<file path="src/rtl/demux_1x4_pipe_pkg.sv">
// Shared lane count, select width and lane index constants for the 1:4 registered demux.
package demux_1x4_pipe_pkg;

    localparam int unsigned NUM_LANES = 4;
    localparam int unsigned SEL_W     = 2;

    localparam logic [SEL_W-1:0] LANE0 = SEL_W'(0);
    localparam logic [SEL_W-1:0] LANE1 = SEL_W'(1);
    localparam logic [SEL_W-1:0] LANE2 = SEL_W'(2);
    localparam logic [SEL_W-1:0] LANE3 = SEL_W'(3);

    // One-hot lane mask for a select value.
    function automatic logic [NUM_LANES-1:0] lane_onehot(input logic [SEL_W-1:0] sel);
        return NUM_LANES'(1) << sel;
    endfunction

endpackage

</file>
<file path="src/rtl/demux_lane_reg.sv">
// One-entry valid/ready pipeline register; drain and refill on the same edge keep valid high.
module demux_lane_reg #(
    parameter int unsigned LEN = 8
) (
    input  logic           clk,
    input  logic           reset_n,
    input  logic           load,
    input  logic [LEN-1:0] d,
    output logic           valid,
    input  logic           ready,
    output logic [LEN-1:0] q,
    output logic           can_acc
);

    // Space is available when empty or when the held word leaves this cycle.
    assign can_acc = ~valid | ready;

    // Data only moves on load; a drain leaves the stale word behind with valid low.
    always_ff @(posedge clk or negedge reset_n) begin
        if (!reset_n) begin
            valid <= 1'b0;
            q     <= '0;
        end else if (load) begin
            valid <= 1'b1;
            q     <= d;
        end else if (ready) begin
            valid <= 1'b0;
        end
    end

endmodule

</file>
<file path="src/rtl/demux_1x4_pipe.sv">
// Registered 1:4 demultiplexer with per-lane valid/ready and 1-cycle latency.
// Define DEMUX_BCAST_EN to add the in_bcast port (load one word into all four lanes).
module demux_1x4_pipe
    import demux_1x4_pipe_pkg::*;
#(
    parameter int unsigned LEN = 8
) (
    input  logic                 clk,
    input  logic                 reset_n,
    input  logic                 in_valid,
    output logic                 in_ready,
    input  logic [SEL_W-1:0]     in_sel,
    input  logic [LEN-1:0]       in_data,
    output logic [NUM_LANES-1:0] out_valid,
    input  logic [NUM_LANES-1:0] out_ready,
    output logic [LEN-1:0]       out0,
    output logic [LEN-1:0]       out1,
    output logic [LEN-1:0]       out2,
    output logic [LEN-1:0]       out3
`ifdef DEMUX_BCAST_EN
    ,
    input  logic                 in_bcast
`endif
);

    logic [NUM_LANES-1:0] can_acc;
    logic [NUM_LANES-1:0] sel_mask;
    logic [NUM_LANES-1:0] load;
    logic [LEN-1:0]       lane_q [NUM_LANES];
    logic                 bcast;

`ifdef DEMUX_BCAST_EN
    assign bcast = in_bcast;
`else
    assign bcast = 1'b0;
`endif

    // in_ready depends only on select, lane state and consumer ready, never on in_valid.
    always_comb begin
        sel_mask = lane_onehot(in_sel);
        in_ready = can_acc[in_sel];
        if (bcast) begin
            sel_mask = '1;
            in_ready = &can_acc;
        end
        load = {NUM_LANES{in_valid & in_ready}} & sel_mask;
    end

    for (genvar i = 0; i < NUM_LANES; i++) begin : g_lane
        demux_lane_reg #(
            .LEN(LEN)
        ) u_lane (
            .clk    (clk),
            .reset_n(reset_n),
            .load   (load[i]),
            .d      (in_data),
            .valid  (out_valid[i]),
            .ready  (out_ready[i]),
            .q      (lane_q[i]),
            .can_acc(can_acc[i])
        );
    end

    assign out0 = lane_q[LANE0];
    assign out1 = lane_q[LANE1];
    assign out2 = lane_q[LANE2];
    assign out3 = lane_q[LANE3];

endmodule

</file>
<file path="config.mk">
export PLATFORM = sky130hd
export DESIGN_NAME = demux_1x4_pipe
export DESIGN_NICKNAME = d
export VERILOG_FILES = /design/src/rtl/demux_1x4_pipe_pkg.sv /design/src/rtl/demux_lane_reg.sv /design/src/rtl/demux_1x4_pipe.sv
export SDC_FILE = /design/constraint.sdc
export NUM_CORES = 1
export LEC_CHECK = 0
export BUFFER_PORTS_ARGS = -buffer_cell sky130_fd_sc_hd__buf_2
export CAP_MARGIN = 5
export CORE_AREA = 5 5 79 59
export DETAILED_ROUTE_END_ITERATION = 10
export DIE_AREA = 0 0 84 64
export PLACE_DENSITY = 0.6
export SETUP_SLACK_MARGIN = 0.4
export SLEW_MARGIN = 20
export SYNTH_ARGS = -nofsm -noshare
export SYNTH_HDL_FRONTEND = slang
export SYNTH_SLANG_ARGS = --single-unit
</file>
<file path="constraint.sdc">
create_clock -name clk -period 1.46 [get_ports clk]
set_input_delay 0 -clock clk [delete_from_list [all_inputs] [get_ports clk]]
set_output_delay 0 -clock clk [all_outputs]
set_load 0.01 [all_outputs]
</file>
==> results_dict.tcl, run 1 <==
set metrics [dict create \
    tightest_slew_ps 445.5 \
    critPathArrivalTime_ps 1300 \
    ys_types 13 \
    setup-violations-final 0 \
    die_w_um 84 \
    synth-seq-cells 36 \
    hold_class "input pin to flip-flop" \
    clock_path_buffers 2 \
    finalCritPeriodShare_pct 89.15 \
    ff2ff_setup_slack_ps 170 \
    grt_setup_unrepaired "yes" \
    routabilityCongestion 0.7092 \
    drc 0 \
    r2r-start "g_lane[2].u_lane.valid" \
    min_path_cells 2 \
    cts.clk_slew.worst_paths_ps 70 \
    cts.sinks 36 \
    rows 19 \
    min_from "in_data[3]" \
    holdPathEnd "g_lane[1].u_lane.q[3]" \
    n_fill_cell 351 \
    nets 177 \
    peakVddDrop_uv 630.0 \
    skew_ps 8.545 \
    first_global_vias 1021 \
    startpoint "g_lane[0].u_lane.valid" \
    p_int_mw 1.993 \
    ios 54 \
    core-area_sq_um 3804 \
    swShare_pct 26.90 \
    reg2reg_depth 4 \
    clock-root-buffer "clkbuf_8" \
    cts_tree "built" \
    first_iter_violations 34 \
    synthCells 92 \
    crit_required_ps 1460 \
    dp_hpwl_um 2262 \
    min_period_ps 1302 \
    antenna_found_initial 0 \
    syn_nets 109 \
    cts_max_level 2 \
    p_clk_share_pct 25.9 \
    drtAntennaViolNets 0 \
    max_slew_margin_pct 70.30 \
    start_util_pct 37.63 \
    crit_fanout 2 \
    clk_latency_ps 280 \
    cts_buffers 5 \
    diodes 0 \
    fp.dieH_um 64 \
    portBuffers 53 \
    vias 978 \
    netSwitchingPower_uw 733.4 \
    worstSetupPathType "flip-flop to output port" \
    synth.avg_cell_area_sq_um 15.56 \
    multi_input_area_sq_um 606.8 \
    synth_area_sq_um 1431 \
    r2r_end "g_lane[2].u_lane.q[3]" \
    grt_start_max_net_pins 37 \
    regArea_sq_um 900.9 \
    yosysWarnings 0 \
    startpoint_type "flip-flop" \
    status "complete, no violations" \
    tns_ps 0 \
    area_delta_synth_final_pct 44.67 \
    routedWlPerCell_um 15.57 \
    p_per_area_nw_per_um2 1317 \
    track_usage_pct 13.04 \
    drt_pass1_iterations 4 \
    endpoint_kind "output port" \
    drive_gt1_share_pct 63.98 \
    grt_pass1_wl_um 5354 \
    p_leak_nw 1.037 \
    pwr-share-comb_pct 26.2 \
    maxCapViolCount 0 \
    overflow 0 \
    hold_viol_final 0 \
    finalMaxSlewViolations 0 \
    fmax_mhz 768.3 \
    seq_area_frac_synth_pct 62.94 \
    drt-total-wl_um 3317 \
    finalPower_mw 2.726 \
    pwr-share-seq_pct 47.8 \
    via_per_inst 4.592 \
    die_area_sq_um 5376 \
]
## state kept, by name (all words and copies together), names as in the netlist
signal,flops
g_lane.u_lane.q,32
g_lane.u_lane.valid,4
## routing by layer
metal  wire (um)  part of all wire (%)  global-route usage, %  up-vias
met2        1445                    44                  18.15       36
met3         280                   8.4                  5.905        2
met5           0                     0                      0        -
met4          17                  0.51                  5.221        0
met1        1574                    47                  17.71      483
li1            -                     -                      -      457
## final cells by class
cell class                 count  share of cell area (%)
clock buffer                   8                   4.350
multi-input combinational     50                   29.31
sequential                    36                   43.50
tap                           52                   3.142
timing repair buffer          67                   19.70
## critical path, stage by stage, from the launching register on
cell and delay [ps]:
dfrtp_1 350, nand2b_1 80, mux4_2 450, buf_2 150
## Yosys cell counts
master / n / area, sq um
mux2_2: 32 / 360.4
nand3_1: 1 / 5.000
buf_2: 3 / 15.01
nor2b_1: 2 / 12.51
buf_4: 4 / 30.03
dfrtp_1: 36 / 900.9
nand2_1: 5 / 18.77
nand2b_1: 4 / 25.02
and3_1: 1 / 6.260
nand3b_2: 1 / 11.26
nor3b_4: 1 / 18.77
o21ai_0: 1 / 5.000
mux4_2: 1 / 22.52
## cells in the final DEF, fill, tap and decap left out, types with 4 or more instances in the layout
cell type,instances
mux2_4,24
buf_2,53
nand2b_1,4
dfrtp_1,36
clkbuf_8,6
dlygate4sd3_1,7
buf_4,4
nand2_1,5
mux2_2,8
## stage by stage
stage	hold WS [ps]	utilization (%)	worst slack, ps	instances	instance area (sq um)
floorplan	-295.6	-	189.9	92	1509
global placement	58.00	48.26	193.0	195	1836
detailed placement	64.28	48.26	156.8	195	1836
CTS	0.4483	54.44	139.3	213	2071
global route	6.745	54.44	93.36	213	2071
finish	13.12	54.44	158.4	213	2071
## kinds of logic after synthesis
logic type / Yosys count / synth area share [%]
AO/OA/AOI/OAI: 1 / 0.3493
AND/OR/NAND/NOR: 15 / 6.818
multiplexers: 33 / 26.75
flip-flops: 36 / 62.94
buffers and inverters: 7 / 3.147
## worst max-delay path by stage
stage / to / slack, ps / cells after the start
after floorplan: g_lane[1].u_lane.q[0] / 190 / 3
after global placement: g_lane[3].u_lane.q[4] / 190 / 4
after detailed placement: g_lane[1].u_lane.q[3] / 160 / 4
after CTS: in_ready / 140 / 3
after global routing: in_ready / 90 / 3
final: in_ready / 160 / 3
## what timing repair did
action	4_1_cts	5_1_grt
buffers inserted	2	0
gates resized for setup	12	0
cloned	1	0
hold buffers	7	0
hold endpoints to repair	52	0
endpoints found under the setup margin	33	34
## power groups by stage
| stage | Clock (mW) | Sequential [mW] | Combinational, mW |
|---|---|---|---|
| 3_5_place_dp | 0 | 1.32 | 0.674 |
| 3_3_place_gp | 0 | 1.31 | 0.664 |
| 5_1_grt | 0.780 | 1.33 | 0.773 |
| 6_report | 0.707 | 1.30 | 0.715 |
| 4_1_cts | 0.726 | 1.30 | 0.730 |
| 2_1_floorplan | 0 | 1.40 | 0.287 |
(Power assumes the default switching activity.)
==> inputs of run 2 (changes only) <==
--- a/config.mk
+++ b/config.mk
@@ -7,11 +7,13 @@
 export LEC_CHECK = 0
 export BUFFER_PORTS_ARGS = -buffer_cell sky130_fd_sc_hd__buf_2
 export CAP_MARGIN = 5
-export CORE_AREA = 5 5 79 59
+export CELL_PAD_IN_SITES_DETAIL_PLACEMENT = 1
+export CELL_PAD_IN_SITES_GLOBAL_PLACEMENT = 1
+export CORE_AREA = 5 5 80 60
 export DETAILED_ROUTE_END_ITERATION = 10
-export DIE_AREA = 0 0 84 64
-export PLACE_DENSITY = 0.6
-export SETUP_SLACK_MARGIN = 0.4
+export DIE_AREA = 0 0 85 65
+export PLACE_DENSITY = 0.72
+export SETUP_SLACK_MARGIN = 0.3
 export SLEW_MARGIN = 20
 export SYNTH_ARGS = -nofsm -noshare
 export SYNTH_HDL_FRONTEND = slang
==> results_dict.tcl, run 2 (same netlist as run 1, synthesis figures left out) <==
set metrics [dict create \
    critPathArrivalTime_ps 1380 \
    cts.clk_slew.worst_paths_ps 80 \
    final_cell_mix "buf_2 (52), dfrtp_1 (36), mux2_4 (25), mux2_2 (7), dlygate4sd3_1 (7)" \
    skew_ps 9.351 \
    overflow 0 \
    setup-violations-final 0 \
    vias 1016 \
    maxCapViolCount 0 \
    post-route-util_pct 52.72 \
    finalMaxSlewViolations 0 \
    first_iter_violations 36 \
    cts_max_level 2 \
    holdPathEnd "g_lane[2].u_lane.q[0]" \
    crit_required_ps 1460 \
    regMostFlops "g_lane.u_lane.q" \
    hold_class "input pin to flip-flop" \
    antenna_found_initial 0 \
    cts.sinks 36 \
    ff2ff_setup_slack_ps 110 \
    die_w_um 85 \
    final.setup.worst_slack_ps 80.21 \
    routabilityCongestion 0.6689 \
    via_per_inst 4.618 \
    drtAntennaViolNets 0 \
    endpoint_kind "output port" \
    hold_viol_final 0 \
    startpoint_type "flip-flop" \
    whs_ps 9.760 \
    peakVddDrop_uv 821.4 \
    core-area_sq_um 4054 \
    drt_pass1_iterations 4 \
    drt-total-wl_um 4003 \
    crit_fanout 4 \
    grt_pass1_wl_um 6113 \
    routedWlPerCell_um 18.20 \
    finalCritPeriodShare_pct 94.51 \
    fp.dieH_um 65 \
    p_per_area_nw_per_um2 1303 \
    drive_gt1_share_pct 67.27 \
    min_from "in_data[0]" \
    largest_reg_flops 32 \
    dp_slack_ps 102.7 \
    p_leak_nw 1.081 \
    reg2reg_depth 4 \
    cts_tree "built" \
    track_usage_pct 14.65 \
    min_period_ps 1380 \
    diodes 0 \
    fmax_mhz 724.8 \
    clock-root-buffer "clkbuf_8" \
    tightest_slew_ps 597.2 \
    area_delta_synth_final_pct 49.30 \
    nets 181 \
    finalPower_mw 2.784 \
    ios 54 \
    tns_ps 0 \
    clk_latency_ps 290 \
    start_util_pct 35.31 \
    rows 20 \
    die_area_sq_um 5525 \
    dp_hpwl_um 2651 \
    clock_path_buffers 2 \
    min_path_cells 2 \
    drc 0 \
    final_common_cell "buf_2" \
    worstSetupPathType "flip-flop to output port" \
    r2r-start "g_lane[1].u_lane.valid" \
    r2r_end "g_lane[1].u_lane.q[1]" \
    grt_start_max_net_pins 37 \
    status "complete, no violations" \
    first_global_vias 1147 \
    max_slew_margin_pct 60.11 \
    reg_top3 "g_lane.u_lane.q (32), g_lane.u_lane.valid (4)" \
    cts_buffers 5 \
    grt_setup_unrepaired "yes" \
    portBuffers 53 \
]
[run 2: cell types whose count changed in the layout (fill, tap and decap cells not counted), sizes merged]
cell,previous run,this run
clkbuf,8,6
clkinv,0,2
buf,60,64
[run 2: cell type report]
class / count / area (sq um)
Sequential cell: 36 / 900.9
Clock buffer: 6 / 82.58
Multi-Input combinational cell: 50 / 628.1
Timing Repair Buffer: 71 / 446.7
Fill cell: 430 / 1917
Tap cell: 55 / 68.82
Clock inverter: 2 / 10.01
[run 2: power breakdown]
group | internal [mW] | leakage [nW] | switching [mW]
clock | 0.376 | 0.0510 | 0.347
combinational | 0.431 | 0.599 | 0.324
sequential | 1.19 | 0.431 | 0.111
[run 2: critical path, stage by stage (launching register included)]
cell	delay [ps]
dfrtp_1	390
nand2b_4	90
mux4_2	470
buf_6	140
[run 2: metal layers]
metal | wire length, um | track usage (%)
met5 | 0 | 0
met1 | 1723 | 16.96
met2 | 1973 | 25.19
met4 | 23 | 4.348
met3 | 283 | 5.591
[run 2: through the flow]
| stage | instance area, sq um | cells |
|---|---|---|
| 5_1_grt | 2137 | 220 |
| 4_1_cts | 2064 | 216 |
| 3_5_place_dp | 1826 | 199 |
| 3_3_place_gp | 1826 | 199 |
| 2_1_floorplan | 1500 | 92 |
| 6_report | 2137 | 220 |
[run 2: worst max-delay path by stage]
stage / from / to
global placement: g_lane[3].u_lane.valid / g_lane[3].u_lane.q[0]
floorplan: g_lane[1].u_lane.valid / g_lane[1].u_lane.q[0]
finish: g_lane[0].u_lane.valid / in_ready
global route: g_lane[0].u_lane.valid / in_ready
detailed placement: g_lane[1].u_lane.valid / g_lane[1].u_lane.q[3]
CTS: g_lane[0].u_lane.valid / in_ready
[run 2: what timing repair did]
item / 4_1_cts / 5_1_grt
endpoints found under the hold margin: 49 / 0
endpoints found under the setup margin: 33 / 33
resized for setup: 16 / 7
cloned: 0 / 1
hold buffers: 7 / 0
setup buffers: 2 / 3
==> inputs of run 3 (changes only) <==
--- a/config.mk
+++ b/config.mk
@@ -9,9 +9,9 @@
 export CAP_MARGIN = 5
 export CELL_PAD_IN_SITES_DETAIL_PLACEMENT = 1
 export CELL_PAD_IN_SITES_GLOBAL_PLACEMENT = 1
-export CORE_AREA = 5 5 80 60
+export CORE_AREA = 5 5 68 70
 export DETAILED_ROUTE_END_ITERATION = 10
-export DIE_AREA = 0 0 85 65
+export DIE_AREA = 0 0 73 75
 export PLACE_DENSITY = 0.72
 export SETUP_SLACK_MARGIN = 0.3
 export SLEW_MARGIN = 20
==> results_dict.tcl, run 3 (same netlist as run 1, synthesis figures left out) <==
set metrics [dict create \
    tightest_slew_ps 452.2 \
    grt_start_max_net_pins 37 \
    post-cts-setup-buffers 0 \
    rows 23 \
    clock_path_buffers 2 \
    vias 958 \
    hold_viol_final 0 \
    diodes 0 \
    endpoint_kind "output port" \
    cts.sinks 36 \
    start_util_pct 36.57 \
    via_per_inst 4.606 \
    first_iter_violations 28 \
    antenna_found_initial 0 \
    core-area_sq_um 3914 \
    reg_top3 "g_lane.u_lane.q (32), g_lane.u_lane.valid (4)" \
    critPathMaxStageDelay_ps 490 \
    cp_slowest_cell "mux4_2" \
    die_area_sq_um 5475 \
    regArea_sq_um 900.9 \
    min_period_ps 1361 \
    drive_gt1_share_pct 64.56 \
    tns_ps 0 \
    startpoint_type "flip-flop" \
    multi_input_area_sq_um 583.1 \
    drtAntennaViolNets 0 \
    first_global_vias 1094 \
    track_usage_pct 13.83 \
    hold_class "input pin to flip-flop" \
    cts_tree "built" \
    critPathTopFamily "multiplexers" \
    crit_required_ps 1460 \
    critPathBufInv 1 \
    dpl_cell_area_sq_um 1829 \
    dp_slack_ps 133.5 \
    n_fill_cell 411 \
    skew_ps 3.786 \
    dp_hpwl_um 2587 \
    cts_buffers 5 \
    worstSetupPathType "flip-flop to output port" \
    status "complete, no violations" \
    p_leak_nw 1.020 \
    nets 174 \
    whs_ps 9.025 \
    fmax_mhz 734.6 \
    setup-violations-final 0 \
    pwr-share-seq_pct 47.5 \
    finalPower_mw 2.748 \
    peakVddDrop_uv 737.9 \
    drt-total-wl_um 3582 \
    p_clk_share_pct 26.2 \
    cts_max_level 2 \
    p_per_area_nw_per_um2 1341 \
    fp.dieH_um 75 \
    dp_cells 192 \
    drt_pass1_iterations 2 \
    portBuffers 53 \
    largest_reg_flops 32 \
    finalCritPeriodShare_pct 93.24 \
    post-route-cell-area_sq_um 2049 \
    max_slew_margin_pct 69.85 \
    routedWlPerCell_um 17.22 \
    area_delta_synth_final_pct 43.18 \
    final.setup.worst_slack_ps 98.69 \
    finalMaxSlewViolations 0 \
    final_common_cell "buf_2" \
    final_cell_mix "buf_2 (52), dfrtp_1 (36), mux2_4 (24), mux2_2 (8), dlygate4sd3_1 (8)" \
    post-route-util_pct 52.37 \
    critical_path.cell_chain "nand2b_1 > mux4_2 > buf_6" \
    swShare_pct 27.83 \
    die_w_um 73 \
    clk_latency_ps 290 \
    grt_pass1_wl_um 5547 \
    overflow 0 \
    p_int_mw 1.983 \
    netSwitchingPower_uw 764.7 \
    ios 54 \
    grt_setup_unrepaired "yes" \
    clock-root-buffer "clkbuf_8" \
    pwr-share-comb_pct 26.3 \
    crit_fanout 3 \
    critPathArrivalTime_ps 1360 \
    drc 0 \
    routabilityCongestion 0.7791 \
    cts.clk_slew.worst_paths_ps 70 \
    maxCapViolCount 0 \
    fin_cells 208 \
    regMostFlops "g_lane.u_lane.q" \
]
run 3: final cells by class:
type / instances / share of cell area (%)
repair buffers: 65 / 20.02
multi-input cells: 49 / 28.45
clock buffers: 6 / 4.029
well taps: 50 / 3.052
flip-flops and latches: 36 / 43.96
clock inverters: 2 / 0.4884
run 3: metal layers:
layer  up-vias  global-route usage (%)  part of all wire (%)
met5         -                       0                     0
met4         0                   7.377                   2.1
met3         8                   3.738                   5.0
met2        26                   23.83                    51
met1       480                   15.63                    42
li1        444                       -                     -
run 3: power groups by stage:
stage,Clock (mW),Sequential [mW],Combinational [mW]
2_1_floorplan,0,1.40,0.284
3_3_place_gp,0,1.30,0.665
3_5_place_dp,0,1.32,0.685
4_1_cts,0.742,1.31,0.738
5_1_grt,0.789,1.33,0.777
6_report,0.721,1.30,0.722
run 3: worst min-delay path: stages:
cell and delay [ps]:
buf_2 70, nand2b_1 130, nand2_1 60
run 3: final timing paths:
check	startpoint	to	slack, ps	cells after the start
setup / recovery	g_lane[3].u_lane.valid	in_ready	100	3
hold / removal	out_ready[2]	g_lane[2].u_lane.valid	9	3
setup reg to reg	g_lane[1].u_lane.valid	g_lane[1].u_lane.q[4]	150	4
hold reg to reg	g_lane[0].u_lane.q[3]	g_lane[0].u_lane.q[3]	500	1
max in group asynchronous	reset_n	g_lane[3].u_lane.q[4]	860	3
min in group asynchronous	reset_n	g_lane[0].u_lane.q[6]	280	3
run 3: repair_timing:
action / 4_1_cts / 5_1_grt
endpoints found under the hold margin: 64 / 0
resized for setup: 12 / 0
cloned: 0 / 0
endpoints found under the setup margin: 33 / 33
hold buffers: 8 / 0
